**src/rtl/cfa_pkg.sv**
```systemverilog
//==============================================================================
// Module      : cfa_pkg
// Description : Shared CFA pipeline constants and the pixel type.
// Revision    : 1.0 - initial release
//==============================================================================
`default_nettype none

package cfa_pkg;

    localparam int PIX_W    = 12;
    localparam int WGT_ONE  = 128;
    localparam int WGT_HALF = 64;
    localparam int PIX_MAX  = 4095;

    typedef logic [PIX_W-1:0] pix_t;

endpackage : cfa_pkg

`default_nettype wire

```
**src/rtl/green_dir_est.sv**
```systemverilog
//==============================================================================
// Module      : green_dir_est
// Description : Gradient-corrected directional green estimate from five taps,
//               clamped to the pixel range.
// Revision    : 1.0 - initial release
//==============================================================================
`default_nettype none

module green_dir_est
    import cfa_pkg::*;
(
    input  pix_t        i_m2,
    input  pix_t        i_m1,
    input  pix_t        i_c,
    input  pix_t        i_p1,
    input  pix_t        i_p2,
    output logic [13:0] o_est
);

    logic [15:0]        w_pos;
    logic [15:0]        w_neg;
    logic signed [15:0] w_raw;
    logic signed [15:0] w_shr;

    // 16 bits hold the full positive range (up to 6*4095) without wrapping
    assign w_pos = ({4'd0, i_m1} + {4'd0, i_p1} + {4'd0, i_c}) << 1;
    assign w_neg = {4'd0, i_m2} + {4'd0, i_p2};
    assign w_raw = $signed(w_pos) - $signed(w_neg);
    assign w_shr = w_raw >>> 2;

    always_comb begin
        if (w_shr < 16'sd0) begin
            o_est = '0;
        end else if (w_shr > $signed(16'(PIX_MAX))) begin
            o_est = 14'(PIX_MAX);
        end else begin
            o_est = w_shr[13:0];
        end
    end

endmodule : green_dir_est

`default_nettype wire

```
**src/rtl/green_interpolation.sv**
```systemverilog
//==============================================================================
// Module      : green_interpolation
// Description : Three-stage green reconstruction at an R/B Bayer site.
//               Optional macro GREEN_INTP_DBG_EN adds aligned debug outputs.
// Revision    : 1.0 - initial release
//==============================================================================
`default_nettype none

module green_interpolation
    import cfa_pkg::*;
(
    input  logic        clk,
    input  logic        rst,
    input  pix_t        p_m2_p0,
    input  pix_t        p_m1_p0,
    input  pix_t        p_p1_p0,
    input  pix_t        p_p2_p0,
    input  pix_t        p_p0_m2,
    input  pix_t        p_p0_m1,
    input  pix_t        p_p0_p1,
    input  pix_t        p_p0_p2,
    input  pix_t        p_p0_p0,
    input  logic [7:0]  scaled_hs,
    input  logic [7:0]  scaled_vs,
    input  logic [7:0]  w_grad_hf,
    input  logic [7:0]  w_grad_vf,
    input  logic [7:0]  spatial_th,
    input  logic [7:0]  freq_th,
    input  logic [8:0]  blend_th0,
    input  logic [8:0]  blend_th1,
    output pix_t        green
`ifdef GREEN_INTP_DBG_EN
    ,
    output logic [13:0] dbg_gh,
    output logic [13:0] dbg_gv,
    output logic [12:0] dbg_diff,
    output logic [12:0] dbg_gs,
    output logic [12:0] dbg_gf
`endif
);

    function automatic logic [7:0] weight_sel(input logic [7:0] h, input logic [7:0] v,
                                              input logic [7:0] th);
        logic [7:0] d;
        d = (h >= v) ? (h - v) : (v - h);
        if (d <= th)     return 8'(WGT_HALF);
        else if (h < v)  return 8'(WGT_ONE);
        else             return 8'd0;
    endfunction

    // Q7 mix with round-half-up; result never exceeds the larger operand
    function automatic logic [12:0] q7_blend(input logic [7:0] w, input logic [12:0] a,
                                             input logic [12:0] b);
        logic [20:0] acc;
        acc = 21'(w) * 21'(a) + 21'(8'(WGT_ONE) - w) * 21'(b) + 21'(WGT_HALF);
        return 13'(acc >> 7);
    endfunction

    logic [13:0] w_gh, w_gv;
    logic [13:0] r_gh, r_gv;
    logic [7:0]  r_ws, r_wf;
    logic [8:0]  r_th0_s1, r_th1_s1;
    logic [12:0] w_diff;
    logic [12:0] r_diff, r_gs, r_gf;
    logic [8:0]  r_th0_s2, r_th1_s2;
    logic [7:0]  w_alpha;
    logic [12:0] w_out;

    green_dir_est u_est_h (
        .i_m2  (p_p0_m2),
        .i_m1  (p_p0_m1),
        .i_c   (p_p0_p0),
        .i_p1  (p_p0_p1),
        .i_p2  (p_p0_p2),
        .o_est (w_gh)
    );

    green_dir_est u_est_v (
        .i_m2  (p_m2_p0),
        .i_m1  (p_m1_p0),
        .i_c   (p_p0_p0),
        .i_p1  (p_p1_p0),
        .i_p2  (p_p2_p0),
        .o_est (w_gv)
    );

    always_ff @(posedge clk) begin
        if (rst) begin
            r_gh     <= '0;
            r_gv     <= '0;
            r_ws     <= '0;
            r_wf     <= '0;
            r_th0_s1 <= '0;
            r_th1_s1 <= '0;
        end else begin
            r_gh     <= w_gh;
            r_gv     <= w_gv;
            r_ws     <= weight_sel(scaled_hs, scaled_vs, spatial_th);
            r_wf     <= weight_sel(w_grad_hf, w_grad_vf, freq_th);
            r_th0_s1 <= blend_th0;
            r_th1_s1 <= blend_th1;
        end
    end

    // Both estimates are clamped to 12 bits, so the 13-bit difference is exact
    assign w_diff = (r_gh >= r_gv) ? (r_gh[12:0] - r_gv[12:0]) : (r_gv[12:0] - r_gh[12:0]);

    always_ff @(posedge clk) begin
        if (rst) begin
            r_diff   <= '0;
            r_gs     <= '0;
            r_gf     <= '0;
            r_th0_s2 <= '0;
            r_th1_s2 <= '0;
        end else begin
            r_diff   <= w_diff;
            r_gs     <= q7_blend(r_ws, r_gh[12:0], r_gv[12:0]);
            r_gf     <= q7_blend(r_wf, r_gh[12:0], r_gv[12:0]);
            r_th0_s2 <= r_th0_s1;
            r_th1_s2 <= r_th1_s1;
        end
    end

    // Low-threshold test first so th0 >= th1 resolves to the spatial result
    always_comb begin
        w_alpha = 8'(WGT_HALF);
        if (r_diff <= {4'd0, r_th0_s2}) begin
            w_alpha = 8'd0;
        end else if (r_diff >= {4'd0, r_th1_s2}) begin
            w_alpha = 8'(WGT_ONE);
        end
    end

    assign w_out = q7_blend(w_alpha, r_gf, r_gs);

    always_ff @(posedge clk) begin
        if (rst) begin
            green <= '0;
        end else begin
            green <= (w_out > 13'(PIX_MAX)) ? pix_t'(PIX_MAX) : w_out[11:0];
        end
    end

`ifdef GREEN_INTP_DBG_EN
    logic [13:0] r_gh_s2, r_gv_s2;

    always_ff @(posedge clk) begin
        if (rst) begin
            r_gh_s2  <= '0;
            r_gv_s2  <= '0;
            dbg_gh   <= '0;
            dbg_gv   <= '0;
            dbg_diff <= '0;
            dbg_gs   <= '0;
            dbg_gf   <= '0;
        end else begin
            r_gh_s2  <= r_gh;
            r_gv_s2  <= r_gv;
            dbg_gh   <= r_gh_s2;
            dbg_gv   <= r_gv_s2;
            dbg_diff <= r_diff;
            dbg_gs   <= r_gs;
            dbg_gf   <= r_gf;
        end
    end
`endif

endmodule : green_interpolation

`default_nettype wire

```
**config.mk**
```make
export PLATFORM = sky130hd
export DESIGN_NAME = green_interpolation
export DESIGN_NICKNAME = d
export VERILOG_FILES = /design/src/rtl/cfa_pkg.sv /design/src/rtl/green_dir_est.sv /design/src/rtl/green_interpolation.sv
export SDC_FILE = /design/constraint.sdc
export NUM_CORES = 1
export LEC_CHECK = 0
export BUFFER_PORTS_ARGS = -buffer_cell sky130_fd_sc_hd__buf_2
export CORE_AREA = 2 2 183 185
export CTS_BUF_LIST = sky130_fd_sc_hd__clkbuf_4
export CTS_CLUSTER_DIAMETER = 120
export DETAILED_ROUTE_END_ITERATION = 7
export DIE_AREA = 0 0 185 187
export PLACE_DENSITY = 0.78
export SLEW_MARGIN = 5
export SYNTH_ARGS = -nofsm -noshare
export SYNTH_HDL_FRONTEND = slang
export SYNTH_SLANG_ARGS = --single-unit
```
**constraint.sdc**
```tcl
create_clock -name clk -period 7.7 [get_ports clk]
set_input_delay 1.155 -clock clk [delete_from_list [all_inputs] [get_ports clk]]
set_output_delay 1.155 -clock clk [all_outputs]
set_load 0.03 [all_outputs]
```
# --- Word-level counts from Yosys, hierarchy flattened ---
# Cells that the tools add are included.
op_classes:
  magnitude_cmp: 14
  multipliers: 6
  reduce_logical: 6
  n_mux: 12
  n_addsub: 23
op_table:
  columns: ["cell", "n"]
  rows:
  - ["20-bit adder", 3]
  - ["20-bit by 7-bit adder with 20-bit output (second input constant)", 3]
  - ["8-bit by 13-bit multiplier with 20-bit output", 3]
  - ["9-bit by 14-bit multiplier with 20-bit output", 3]
  - ["12-bit by 12-bit adder with 13-bit output", 4]
  - ["8-bit 2-to-1 mux", 6]
  - ["12-bit 2-to-1 mux", 3]
  - ["16-bit by 14-bit subtractor with 16-bit output", 2]
  - ["8-bit subtractor", 4]
  - ["15-bit by 12-bit adder with 15-bit output", 2]
  - ["14-bit by 13-bit > comparator with 1-bit output (second input constant)", 2]
  - ["14-bit by 1-bit < comparator with 1-bit output (second input constant)", 2]
  - ["8-bit by 8-bit subtractor with 9-bit output (first input constant)", 3]
  - ["13-bit subtractor", 2]
  - ["8-bit >= comparator", 2]
  - ["8-bit <= comparator", 2]
  - ["8-bit < comparator", 2]
  - ["14-bit >= comparator", 1]
  - ["7-bit 2-to-1 mux", 2]
  - ["13-bit by 9-bit >= comparator with 1-bit output", 1]
  - ["13-bit by 12-bit > comparator with 1-bit output (second input constant)", 1]
  - ["13-bit by 9-bit <= comparator with 1-bit output", 1]
  - ["13-bit 2-to-1 mux", 1]
  - ["2-bit OR reduction", 4]
  - ["3-bit OR reduction", 2]
word_totals:
  output_inout_bits: 12
  wordCells: 77
  in_bits: 176
  reg_bits: 131

# --- Logic depth before layout (Yosys ltp) ---
logic_depth:
  ltp_word: 9
  ltp_mapped: 34
  ltp_nobuf: 30

# --- Hierarchy ---
# A second synthesis with hierarchy kept.
hier_totals:
  hier_cells: 2177
  area_unflattened_um2: 18575.3
by_module_without_submodules:
  columns: ["mod", "area_per_inst_um2", "cells_per_inst", "n_inst"]
  rows:
  - ["green_interpolation", 14198.6, 1583, 1]
  - ["green_dir_est", 2188.3, 297, 2]

# --- Least setup slack after synthesis ---
# OpenSTA, ideal clock, no wires.
synth_path:
  path_type: "register to register"
  from: "register r_th0_s2[2]"
  to: "register green[2]"
  arrival_ns: 7.231
  stages_incl_launch_ff: 34
  slack_ns: 0.398
  required_time_ns: 7.629
  setup_time_ns: 0.071
  n_path_buf: 4
  path_cell_list: "dfxtp_1 > inv_1 > ha_1 > a21o_1 > a21o_1 > a211oi_1 > o21ai_0 > a21oi_1 > and3b_1 > clkbuf_1 > clkbuf_1 > ha_1 > clkbuf_1 > nor2b_1 > fa_1 > ha_1 > ha_1 > inv_1 > fa_1 > inv_1 > fa_1 > ha_1 > inv_1 > fa_1 > nor2b_1 > o21ai_0 > nand2b_1 > a21o_1 > a2111oi_0 > or3_1 > o21ai_0 > xnor3_1 > clkbuf_1 > a21oi_1"
synth_between:
  elab_chain_len: 8
  word_cells_on_any_way: 9
synth_rtl:
  columns: ["element", "line", "rtl"]
  rows:
  - ["start, declared", "green_interpolation.sv:65", "logic [8:0] r_th0_s2, r_th1_s2;"]
  - ["start signal, assigned", "green_interpolation.sv:119", "r_th0_s2 <= r_th0_s1;"]
  - ["13-bit by 9-bit <= comparator with 1-bit output *", "green_interpolation.sv:127", "if (r_diff <= {4'd0, r_th0_s2}) begin"]
  - ["8-bit 2-to-1 mux *", "green_interpolation.sv:127", null]
  - ["8-bit by 8-bit subtractor with 9-bit output", "green_interpolation.sv:55", "acc = 21'(w) * 21'(a) + 21'(8'(WGT_ONE) - w) * 21'(b) + 21'(WGT_HALF);"]
  - ["9-bit by 14-bit multiplier with 20-bit output", "green_interpolation.sv:55", null]
  - ["20-bit adder *", "green_interpolation.sv:55", null]
  - ["20-bit by 7-bit adder with 20-bit output *", "green_interpolation.sv:55", null]
  - ["13-bit by 12-bit > comparator with 1-bit output", "green_interpolation.sv:140", "green <= (w_out > 13'(PIX_MAX)) ? pix_t'(PIX_MAX) : w_out[11:0];"]
  - ["12-bit 2-to-1 mux *", "green_interpolation.sv:140", null]
  - ["end signal, assigned", "green_interpolation.sv:140", null]
  - ["end, declared", "green_interpolation.sv:31", "output pix_t green"]
# Every way passes the cells marked *; elsewhere a longest branch is shown, timed or not.
# A chain may end at the register's enable or synchronous reset.

# --- Worst setup path after layout ---
# Same ends and word-level chain as after synthesis.

==> flow_results.org <==
** Cells and area
- Cells with a size suffix above 1 make up 11.0% of the layout.
- At the end of the flow the core is filled with cells to 59.0%.
- Relative to the synthesized area, the layout overhead comes to 9.40%.
- Final instance area :: 0.0194 mm^2
- At the end of the flow, the number of nets in the layout was 2916.

** STA
- Max-slew violation count :: 0
- Setup repair after global routing left no endpoint under its margin.
- Slew of the pin with the lowest slew margin :: 0.953 ns
- Setup violations, final :: 0
- Period utilisation layout :: 93.2%
- Timing would allow up to 139 MHz.
- Number of endpoints with negative hold slack in the final report :: 0
- Adding up every negative setup slack in the final design gives 0 ns.
- Headroom to the max-slew limit came out at 36.5%.
- Across the routed clock network, the largest skew measured is 0.0270 ns.
- Worst Slack Setup Final :: 0.522 ns
- For the finished layout, the period the worst path requires is 7.18 ns.
- Worst hold slack :: 0.453 ns

** Critical path
- Setup slack on the worst reg-to-reg path comes out at 0.52 ns.
- Maximum net fanout on the critical path :: 13
- The worst setup path is of the register to register kind.
- On the critical path, the stage with the largest delay is an instance of fa_1.
- In this run the critical register-to-register path is launched from r_th0_s2[2].
- CP startpoint kind :: register
- CP Data Arrival Time :: 7.67 ns
- The worst register-to-register path ends at green[2].
- Data on the critical path is required at its endpoint by 8.19 ns.
- Critical path buffer and inverter count :: 4
- Grouping stages by cell kind, the critical path spends the most delay in adder cells.
- Biggest cell delay along the critical path :: 0.53 ns
- Depth of the worst register-to-register path :: 29
- Endpoint class of the critical path :: register

** Logic synthesis
- Area fraction in compound gates after synthesis :: 12.5%
- Proportion of synthesized chip area in sequential cells :: 13.4%
- Main combinational cell family by area after synthesis :: adder cells
- Portion of netlist area occupied by mux cells :: 1.38%
- Xor/xnor share of the synthesized area :: 7.89%
- Mean Syn Cell Area :: 8.76 um^2
- Post-synth design cell area :: 0.0177 mm^2
- Seq cells post-synth :: 119
- Post-synthesis cell type count :: 71
- Share of flip-flops with an asynchronous set or reset after synthesis :: 0%
- By area the synthesized netlist is led by ha_1 31%, dfxtp_1 13%, fa_1 12%, inv_1 6.6%, xnor2_1 5.9%.
- Largest area contributor in the synthesized netlist :: ha_1
- Post-synthesis cell count :: 2023
- Portion of synthesized cell area occupied by the leading cell type :: 30.5%
- Yosys warning total :: 0
- In this run, synthesis inferred 0 flip-flops with an integrated enable.
- Most used flip-flop cell after synthesis :: dfxtp_1
- Adder-cell share of the synthesized area :: 42.7%
- Simple-gate portion of the synthesized area :: 14.5%

** Global route
- For this run, the total global-route usage over all layers was measured as 22.2%.
- The first global-routing pass estimated 63200 um of wire.
- Via count of the first global-routing pass :: 14200
- Entering global routing, the biggest net connects 98 pins.
- The total overflow left after global routing is 0.
- The number of antenna violations at the first check in global routing is 2.

** Place
- Summing all placed instances gives a cell area of 0.0191 mm^2.
- Minimum setup slack after placement :: 0.185 ns
- Last weighted congestion value of the routability-driven placer :: 0.908
- Detailed Place HPWL :: 31900 um
- Port-buffer cells :: 187

** Routing
- The final route contains 13900 vias.
- For this run, design rule violations remaining after detail routing come to 1.
- For this block, the routed nets add up to 37000 um of wire.
- Drt via density :: 5.21
- The detail route stage leaves a number of antenna-violating nets equal to 0.
- After detailed routing, the average wire length per cell comes to 13.9 um.
- Initial detailed-routing violation count :: 479
- Router iterations before antenna repair :: 8

** Floorplanning
- The floorplan step defined a die boundary enclosing 0.0346 mm^2.
- Core Area :: 0.0329 mm^2
- During I/O placement, the number of pins put on the boundary was 188.
- The die is 185 um wide.
- Effective utilization at floorplan :: 53.9%
- Standard-cell rows :: 67
- Die H :: 187 um

** Job
- Max-capacitance violation count :: 0

** Power and ir drop
- Dividing total power by cell area gives a power density of 291 mW/mm^2.
- Peak supply drop :: 242 uV
- LEAKAGE :: 10.7 nW

** CTS
- No sink is reached through more buffers than the 2 on the longest clock path.
- Clock latency on the worst-skew pair, taken at its later pin, is 0.58 ns.
- The number of hold buffers added after CTS was 0.
- Number of clock buffers inserted by TritonCTS :: 17
- Post-cts sizing count :: 0
- The H-tree was split into 4 levels.
- In this run the post-CTS setup repair buffer count came out at 0.
- Cell chosen for the clock root :: clkbuf_4
- Register clock-pin slew on the reported worst setup and hold paths :: 0.12 ns
- CTS sink count :: 119
- TritonCTS built the clock tree.

** Hold path
- Hold_sp :: r_th0_s1[1]
- The worst hold path terminates at r_th0_s2[1].
- Worst Hold Depth :: 1
- Type of the worst min-delay path :: register to register

** Run status
- Violated checks :: DRC
- Result of the run :: complete, but fails checks
-- layer usage --
layer  wire (um)  up-vias  GRT usage [%]
met5          12        -              0
met2       18200      316           39.6
li1            -     7077              -
met3        1260       79           2.88
met4         998        2           6.81
met1       16600     6398           27.5
-- worst max-delay path by stage --
| stage | to | from | depth (start not counted) |
|---|---|---|---|
| finish | green[2] | r_th0_s2[2] | 29 |
| global route | green[11] | r_th0_s2[2] | 29 |
| CTS | green[4] | r_th0_s2[2] | 28 |
| detailed placement | green[4] | r_th0_s2[2] | 28 |
| global placement | green[0] | r_th0_s2[2] | 28 |
| floorplan | green[2] | r_th0_s2[2] | 33 |
-- cell usage after synthesis, types with 5 or more instances --
cell / instances
nor2_1: 121
nor3_1: 20
clkbuf_1: 27
o21bai_1: 20
or3_1: 5
mux2i_1: 12
o2111ai_1: 5
nor2b_1: 89
inv_1: 313
a21o_1: 52
and2_1: 93
dfxtp_1: 119
fa_1: 108
a211oi_1: 14
and3_1: 6
o21a_1: 27
a21oi_1: 130
xor2_1: 38
nand4_1: 7
nand2_1: 79
nand3_1: 16
mux2_2: 10
o21ai_0: 40
nand2b_1: 39
xnor2_1: 119
ha_1: 432
-- stage by stage --
step                cells  power, mW
floorplan            2026       4.18
global placement     2629       5.01
detailed placement   2629       5.12
CTS                  2660       5.65
global route         2661       6.32
finish               2661       5.64
-- report_power, final --
part | internal [mW] | total (mW) | switching, mW | leakage [nW]
logic | 1.85 | 4.21 | 2.36 | 9.57
clock network | 0.193 | 0.465 | 0.272 | 0.145
registers | 0.786 | 0.965 | 0.178 | 0.986
-- flip-flops by register name (all words and copies together), names as in the netlist --
name,flops
r_th1_s1,9
r_gh,14
r_gv,14
green,12
r_th0_s2,9
r_diff,13
r_ws,2
r_wf,2
r_th1_s2,9
r_th0_s1,9
r_gf,13
r_gs,13
-- worst reg2reg max path, delay by kind of cell (launching register included) --
kind                     cells  cell delay (ns)
AND/OR/NAND/NOR              5             0.97
AO/OA/AOI/OAI               10             1.60
buffers and inverters        4             0.21
adder cells (fa/ha/maj)      9             3.56
flip-flops                   1             0.33
XOR/XNOR                     1             0.40
-- cell usage in the layout (no fill, tap or decap), types with 5 or more instances in the layout --
cell / netlist / final
a21o_1: 52 / 52
or3_1: 5 / 5
a21oi_1: 130 / 130
dfxtp_1: 119 / 119
buf_2: 2 / 186
xnor2_1: 119 / 119
mux2i_1: 12 / 12
and2_1: 93 / 93
o2111ai_1: 5 / 5
o21ai_0: 40 / 40
nor2_1: 121 / 121
mux2_2: 10 / 10
o21bai_1: 20 / 20
o21a_1: 27 / 27
nand2_1: 79 / 79
and3_1: 6 / 6
nor3_1: 20 / 20
buf_4: 2 / 5
a211oi_1: 14 / 14
inv_1: 313 / 313
nand3_1: 16 / 16
ha_1: 432 / 431
nand2b_1: 39 / 39
fa_1: 108 / 108
nand4_1: 7 / 7
nor2b_1: 89 / 89
clkbuf_4: 0 / 17
xor2_1: 38 / 38
-- layout make-up --
class	instances	area (um^2)
Timing Repair Buffer	191	968
Clock buffer	17	128
Sequential cell	119	2380
Antenna cell	1	2.50
Multi-Input combinational cell	1558	14000
Inverter	313	1170
Tap cell	448	561
Fill cell	2983	13500
Clock inverter	14	151
-- logic make-up (layout without fill, tap and decap cells) --
kind of cell,count (synthesis),in the layout
fa+ha+maj,540,540
simple gates,491,491
buf+inv,349,535
compound gates,342,342
xor+xnor,158,158
flops,119,119
mux,23,23
other cells,1,5
(Power assumes the default switching activity.)
